File: src/rtl/multiword_add_seq.sv
// multiword_add_seq
//   Drives an external CHUNK_W-bit combinational adder one slice per cycle to
//   build a WIDTH-bit add (LSB slice first, carry chained between slices).
//   Request and result each use a valid/ready handshake.
//
// Ports
//   clk, rst_n                  clock, synchronous active-low reset
//   in_valid/in_ready           request handshake
//   in_a, in_b, in_cin          request operands (WIDTH, WIDTH, 1)
//   add_a, add_b, add_cin       slice operands to the adder (zero when not running)
//   add_sum, add_cout           adder result, same cycle
//   out_valid/out_ready         result handshake
//   out_sum, out_cout           full sum and carry out of the top slice
//   busy                        high while a request is in flight (RUN or DONE)
module multiword_add_seq #(
    parameter  int CHUNK_W = 4,
    parameter  int NCHUNK  = 4,
    localparam int WIDTH   = CHUNK_W * NCHUNK
) (
    input  logic               clk,
    input  logic               rst_n,
    input  logic               in_valid,
    output logic               in_ready,
    input  logic [WIDTH-1:0]   in_a,
    input  logic [WIDTH-1:0]   in_b,
    input  logic               in_cin,
    output logic [CHUNK_W-1:0] add_a,
    output logic [CHUNK_W-1:0] add_b,
    output logic               add_cin,
    input  logic [CHUNK_W-1:0] add_sum,
    input  logic               add_cout,
    output logic               out_valid,
    input  logic               out_ready,
    output logic [WIDTH-1:0]   out_sum,
    output logic               out_cout,
    output logic               busy
);

    // Keep the slice index at least one bit wide so NCHUNK=1 still elaborates.
    localparam int IDX_W = (NCHUNK > 1) ? $clog2(NCHUNK) : 1;
    localparam logic [IDX_W-1:0] LAST_IDX = IDX_W'(NCHUNK - 1);

    typedef enum logic [1:0] {
        IDLE = 2'd0,
        RUN  = 2'd1,
        DONE = 2'd2
    } state_t;

    state_t             state_q, state_d;
    logic [IDX_W-1:0]   idx_q,   idx_d;
    logic               carry_q, carry_d;
    logic [WIDTH-1:0]   a_q,     a_d;
    logic [WIDTH-1:0]   b_q,     b_d;
    logic               cin_q,   cin_d;
    logic [WIDTH-1:0]   sum_q,   sum_d;
    logic               cout_q,  cout_d;

    always_comb begin
        state_d = state_q;
        idx_d   = idx_q;
        carry_d = carry_q;
        a_d     = a_q;
        b_d     = b_q;
        cin_d   = cin_q;
        sum_d   = sum_q;
        cout_d  = cout_q;
        add_a   = '0;
        add_b   = '0;
        add_cin = 1'b0;

        case (state_q)
            IDLE: begin
                if (in_valid) begin
                    a_d     = in_a;
                    b_d     = in_b;
                    cin_d   = in_cin;
                    sum_d   = '0;
                    cout_d  = 1'b0;
                    idx_d   = '0;
                    carry_d = 1'b0;
                    state_d = RUN;
                end
            end
            RUN: begin
                add_a   = a_q[32'(idx_q) * CHUNK_W +: CHUNK_W];
                add_b   = b_q[32'(idx_q) * CHUNK_W +: CHUNK_W];
                // Slice 0 takes the request carry; later slices take the chained carry.
                add_cin = (idx_q == '0) ? cin_q : carry_q;
                sum_d[32'(idx_q) * CHUNK_W +: CHUNK_W] = add_sum;
                carry_d = add_cout;
                if (idx_q == LAST_IDX) begin
                    cout_d  = add_cout;
                    idx_d   = '0;
                    state_d = DONE;
                end else begin
                    idx_d = idx_q + 1'b1;
                end
            end
            DONE: begin
                if (out_ready) state_d = IDLE;
            end
            default: state_d = IDLE;
        endcase
    end

    always_ff @(posedge clk) begin
        if (!rst_n) begin
            state_q <= IDLE;
            idx_q   <= '0;
            carry_q <= 1'b0;
            a_q     <= '0;
            b_q     <= '0;
            cin_q   <= 1'b0;
            sum_q   <= '0;
            cout_q  <= 1'b0;
        end else begin
            state_q <= state_d;
            idx_q   <= idx_d;
            carry_q <= carry_d;
            a_q     <= a_d;
            b_q     <= b_d;
            cin_q   <= cin_d;
            sum_q   <= sum_d;
            cout_q  <= cout_d;
        end
    end

    // Gate with rst_n so nothing is accepted during the reset cycle.
    assign in_ready  = (state_q == IDLE) && rst_n;
    assign out_valid = (state_q == DONE);
    assign busy      = (state_q != IDLE);
    assign out_sum   = sum_q;
    assign out_cout  = cout_q;

endmodule
File: config.mk
export PLATFORM = sky130hd
export DESIGN_NAME = multiword_add_seq
export DESIGN_NICKNAME = d
export VERILOG_FILES = /design/src/rtl/multiword_add_seq.sv
export SDC_FILE = /design/constraint.sdc
export NUM_CORES = 1
export LEC_CHECK = 0
export BUFFER_PORTS_ARGS = -buffer_cell sky130_fd_sc_hd__buf_4
export CORE_UTILIZATION = 51
export DETAILED_ROUTE_END_ITERATION = 10
export PLACE_DENSITY = 0.79
export SYNTH_ARGS = -nofsm -noshare
export SYNTH_HDL_FRONTEND = slang
export SYNTH_SLANG_ARGS = --single-unit
export TNS_END_PERCENT = 20
File: constraint.sdc
create_clock -name clk -period 2.3 [get_ports clk]
set_clock_uncertainty 0.1 [all_clocks]
set_input_delay 0.345 -clock clk [delete_from_list [all_inputs] [get_ports clk]]
set_output_delay 0.345 -clock clk [all_outputs]
set_load 0.005 [all_outputs]
# [Word-level counts from Yosys, hierarchy flattened]
# Cells that the tools add are included.
[op_classes] bitwise=0 reduce_logical=9 mul=0 n_div=0 addsub=2 eq_ne=6 magnitude_cmp=0 shift=4 muxes=18
[ops] operator="$neg A4 Y34" n=1
[ops] operator="$shift A4 B34 Y16 const A" n=1
[ops] operator="$shiftx A4 B34 Y16" n=1
[ops] operator="$pmux W16 S2" n=1
[ops] operator="$shiftx A16 B5 Y4" n=2
[ops] operator="$bwmux W16" n=1
[ops] operator="$mux W16" n=1
[ops] operator="$mux W2" n=5
[ops] operator="$mux W4" n=2
[ops] operator="$pmux W2 S3" n=1
[ops] operator="$reduce_and A3 Y1" n=2
[ops] operator="$eq A2 B2 Y1 const B" n=2
[ops] operator="$logic_not A2 Y1" n=2
[ops] operator="$mux W1" n=4
[ops] operator="$ne A2 B2 Y1 const B" n=2
[ops] operator="$pmux W1 S2" n=2
[ops] operator="$pmux W2 S2" n=1
[ops] operator="$reduce_and A2 Y1" n=2
[ops] operator="$reduce_bool A2 Y1" n=2
[ops] operator="$add A2 B1 Y2 const B" n=1
[ops] operator="$eq A2 B1 Y1 const B" n=1
[ops] operator="$ne A2 B1 Y1 const B" n=1
[ops] operator="$logic_and A1 B1 Y1" n=1
[totals] ramBits=0 word_cells=47 latch_bits=0 output_inout_bits=29 mem_count=0 in_bits=42 rom_bits=0 reg_bits=55

# [Longest topological paths before layout]
[depth] ltp_word=4 ltp_mapped=6

# [Least setup slack after synthesis]
# OpenSTA, ideal clock, no wires.
[synth_path] kind="register to register" from="reg idx_q[1]" to="reg sum_q[4] (netlist: out_sum[4])" stages_incl_launch_ff=7 arrival_time_ps=1804 path_buffers=1 required_time_ps=2125 setup_ps=75 slack_ps=322 period_less_slack_ps=1978 cell_sequence="dfxtp_1 > clkbuf_1 > inv_1 > ha_1 > nand3_1 > or4_4 > o22ai_1"
[synth_between] elab_chain_len=4
[synth_rtl] element="start, declared" line="50" rtl="logic [IDX_W-1:0] idx_q, idx_d;"
[synth_rtl] element="start signal, assigned" line="118" rtl="idx_q <= idx_d;"
[synth_rtl] element="$neg A4 Y34 *" line="89" rtl="sum_d[32'(idx_q) * CHUNK_W +: CHUNK_W] = add_sum;"
[synth_rtl] element="$shiftx A4 B34 Y16 / $shift A4 B34 Y16 (equally long branches)" line="89"
[synth_rtl] element="$bwmux W16 *" line="89"
[synth_rtl] element="$pmux W16 S2 *" line="71" rtl="case (state_q)"
[synth_rtl] element="end signal, assigned" line="123" rtl="sum_q <= sum_d;"
[synth_rtl] element="end, declared" line="55" rtl="logic [WIDTH-1:0] sum_q, sum_d;"
# Mark *: on every way between the ends. The rest lies on a longest branch, timed or not.
# A chain may end at the register's enable or synchronous reset.

# [Final worst setup path]
[layout_path] from="reg state_q[0]" to="out add_b[1]"
[layout_between] elab_chain_len=2
[layout_rtl] element="start, declared" line="49" rtl="state_t state_q, state_d;"
[layout_rtl] element="start signal, assigned" line="117" rtl="state_q <= state_d;"
[layout_rtl] element="$eq A2 B1 Y1" line="71"
[layout_rtl] element="$mux W4" line="71"
[layout_rtl] element="end, declared" line="28" rtl="output logic [CHUNK_W-1:0] add_b,"
# Every way passes these cells.

==> parameters.txt <==
Parameter                              Value

Worst setup path
  Kind of end point of the critical path ... output port
  Worst path arrival time ... 1.73 ns
  Required time at the worst-slack endpoint ... 1.86 ns
  Max Fanout on Critical Path ... 15
  Startpoint type of the worst setup path ... flip-flop
  Crit Path Category ... flip-flop to output port

CTS
  Root Buffer Master ... sky130_fd_sc_hd__clkbuf_8
  Inserted Clock Buffers ... 5
  Buffer depth of the longest clock path ... 2
  Clock sink total ... 55
  Clock slew at reported path FFs ... 0.09 ns
  Number of buffers inserted by hold repair at cts ... 0
  Setup fix buffers added after clock tree synthesis ... 0
  Clock latency at the later pin of the worst-skew pair ... 0.30 ns
  Post-cts repair resize count ... 0
  Deepest level of the CTS H-tree ... 2
  Clock tree from TritonCTS ... done

Placed design
  Number of buffer cells added on primary ports ... 70
  DP Wirelength ... 3720 um
  GP Congestion ... 0.803
  Placed cell areas ... 2930 sq um

Yosys
  Main area contributors after synthesis ... sky130_fd_sc_hd__dfxtp_1, sky130_fd_sc_hd__nand2_1, sky130_fd_sc_hd__a21oi_1, sky130_fd_sc_hd__mux4_2, sky130_fd_sc_hd__buf_6
  Cell area after synthesis ... 2410 sq um
  Post-synthesis sequential area ratio ... 0.457
  Number of synthesis warnings ... 0
  Parity-gate share of the synthesized area counting xor and xnor cells ... 0
  Share of the synthesized area in compound gates (AO/OA/AOI/OAI) ... 0.145
  Post-synthesis sequential element count ... 55
  Post-Synth Simple-Gate Area ... 0.228
  Net count after synthesis ... 321
  Adder and majority gate portion of the synthesized area ... 0.0311
  Unique cell type count in the Yosys netlist ... 32
  Largest area contributor in the netlist ... sky130_fd_sc_hd__dfxtp_1
  Proportion of netlist area held by the largest area contributor ... 0.457
  Multiplexer fraction of the synthesized cell area ... 0.0789
  Main combinational cell family by area after synthesis ... simple AND/OR/NAND/NOR gates
  Post-Synthesis Mean Instance Area ... 8.83 sq um
  Gate count of the mapped netlist ... 273

Die
  Horiz. Die Dim ... 70.8 um
  Die boundary height ... 70.8 um
  Floorplan die area ... 5010 sq um
  Top-level I/O count ... 71
  Initial core utilization ... 0.543
  Number of core rows ... 24
  Core footprint ... 4440 sq um

Hold path
  Worst Hold Class ... input port to flip-flop

Drt
  Number of iterations in the first detailed-routing pass ... 7
  Overall via count from detail_route ... 2074
  Total Wirelength ... 5000 um
  Post-DR vias/cell ... 5.30
  DR iter-0 viols ... 126
  Count of unresolved DRC violations after routing ... 6
  WL per Instance ... 12.8 um
  Antenna Nets Post-Route ... 0

Finish
  Ratio of cells with drive above 1 in the final layout ... 0.286
  Diode count ... 0
  Final-stage net count ... 387
  Post-route core utilization ... 0.682
  Design Area, Final ... 3030 sq um
  Area growth from synthesis to layout ... 25.7%

Global route
  Sum of overflow across all layers after global routing ... 0
  First-pass GRT wire length ... 8600 um
  Vias in the first global route ... 2030
  Antenna violations before repair ... 0
  Combined global-route utilization of all metal layers ... 0.214
  Pin count of the biggest net entering global routing ... 39

Timing
  Final setup violating endpoints ... 0
  Post-route clock period utilization ... 0.945
  Final-report max-slew violation count ... 0
  Final count of hold timing violations ... 0
  Fin Hold WS ... 0.163 ns
  Setup repair after global routing missed its margin ... false
  Top achievable clock speed ... 460 MHz
  Shortest clock period the worst path allows after layout ... 2.17 ns
  Worst-Margin Slew ... 0.499 ns
  Max-slew headroom ... 0.667
  Setup TNS after final layout ... 0 ns

Outcome
  Failing checks ... design-rule violations
  Outcome ... finished with violations

Power and ir drop
  Final Total Pwr ... 1.91 mW
  Power density over cell area ... 629 nW/um^2
  Leakage component of the power ... 1.26 nW
  Maximum vdd ir drop ... 0.000424 V

Flow run
  Max-capacitance violation count ... 0
-- critical path, stage by stage, from the launching register on --
cell	delay, ns
sky130_fd_sc_hd__dfxtp_1	0.63
sky130_fd_sc_hd__and2b_1	0.47
sky130_fd_sc_hd__and2_1	0.22
sky130_fd_sc_hd__buf_4	0.11
-- power by group --
group / total [mW] / internal (mW) / switching, mW
Sequential: 1.02 / 0.995 / 0.0264
Clock: 0.604 / 0.319 / 0.284
Combinational: 0.280 / 0.140 / 0.140
-- logic make-up after synthesis --
family,Yosys count
adder cells (fa/ha/maj),6
buffers and inverters,23
AO/OA/AOI/OAI,60
AND/OR/NAND/NOR,120
flip-flops,55
multiplexers,9
-- cell type report --
class	count	area (sq um)
repair buffers	77	578
inverters	5	18.8
clock buffers	6	72.6
well taps	52	65.1
multi-input cells	195	1160
fillers	386	1410
clock inverters	1	30.0
flip-flops and latches	55	1100
-- sequential cells by signal (all words and copies together), names as in the netlist --
name and count:
b_q 16, cin_q 1, a_q 16, state_q 2, out_sum 16, idx_q 2, out_cout 1, carry_q 1
-- path summary, 6_finish.rpt --
path / slack, ns / cells past startpoint / to / start
max: 0.13 / 3 / add_b[1] / state_q[0]
min: 0.16 / 2 / out_sum[9] / add_sum[1]
max reg2reg: 0.40 / 6 / out_sum[7] / idx_q[0]
min reg2reg: 0.35 / 2 / a_q[15] / a_q[15]
-- layout by cell type, fill, tap and decap left out, drive strengths merged --
cell type / count
a21o: 1
a21oi: 40
a22oi: 1
a32o: 4
and2: 8
and2b: 1
buf: 77
bufinv: 1
clkbuf: 6
dfxtp: 55
ha: 6
inv: 5
mux2i: 1
mux4: 8
nand2: 89
nand2b: 2
nand3: 5
nand4: 1
nand4b: 1
nor2: 4
nor2b: 1
nor3: 2
nor3b: 1
nor4b: 2
o211ai: 1
o21a: 1
o22ai: 12
or2: 1
or3b: 1
or4: 1
-- per-stage QoR --
step                std cells  worst slack, ns
floorplan                 273            0.322
global placement          384            0.477
detailed placement        384            0.415
CTS                       391            0.126
global route              391          0.00446
finish                    391            0.126
-- synth_stat cells, drive strengths merged --
cell,n
and2b,1
or3b,1
buf,10
o21a,1
or2,1
mux4,8
a22oi,1
ha,6
inv,5
or4,1
and2,8
nor2,4
mux2i,1
nand4b,1
nor4b,2
clkbuf,8
a21o,1
nor3b,1
nor3,2
nand4,1
a21oi,40
a32o,4
nor2b,1
dfxtp,55
o22ai,12
nand2,89
nand2b,2
o211ai,1
nand3,5
-- layer usage --
layer | track usage | part of all wire
met3 | 0.0442 | 0.041
met1 | 0.241 | 0.42
met4 | 0.0711 | 0.013
met2 | 0.400 | 0.52
met5 | 0 | 0
No activity file was read; power rests on OpenSTA's default activity.
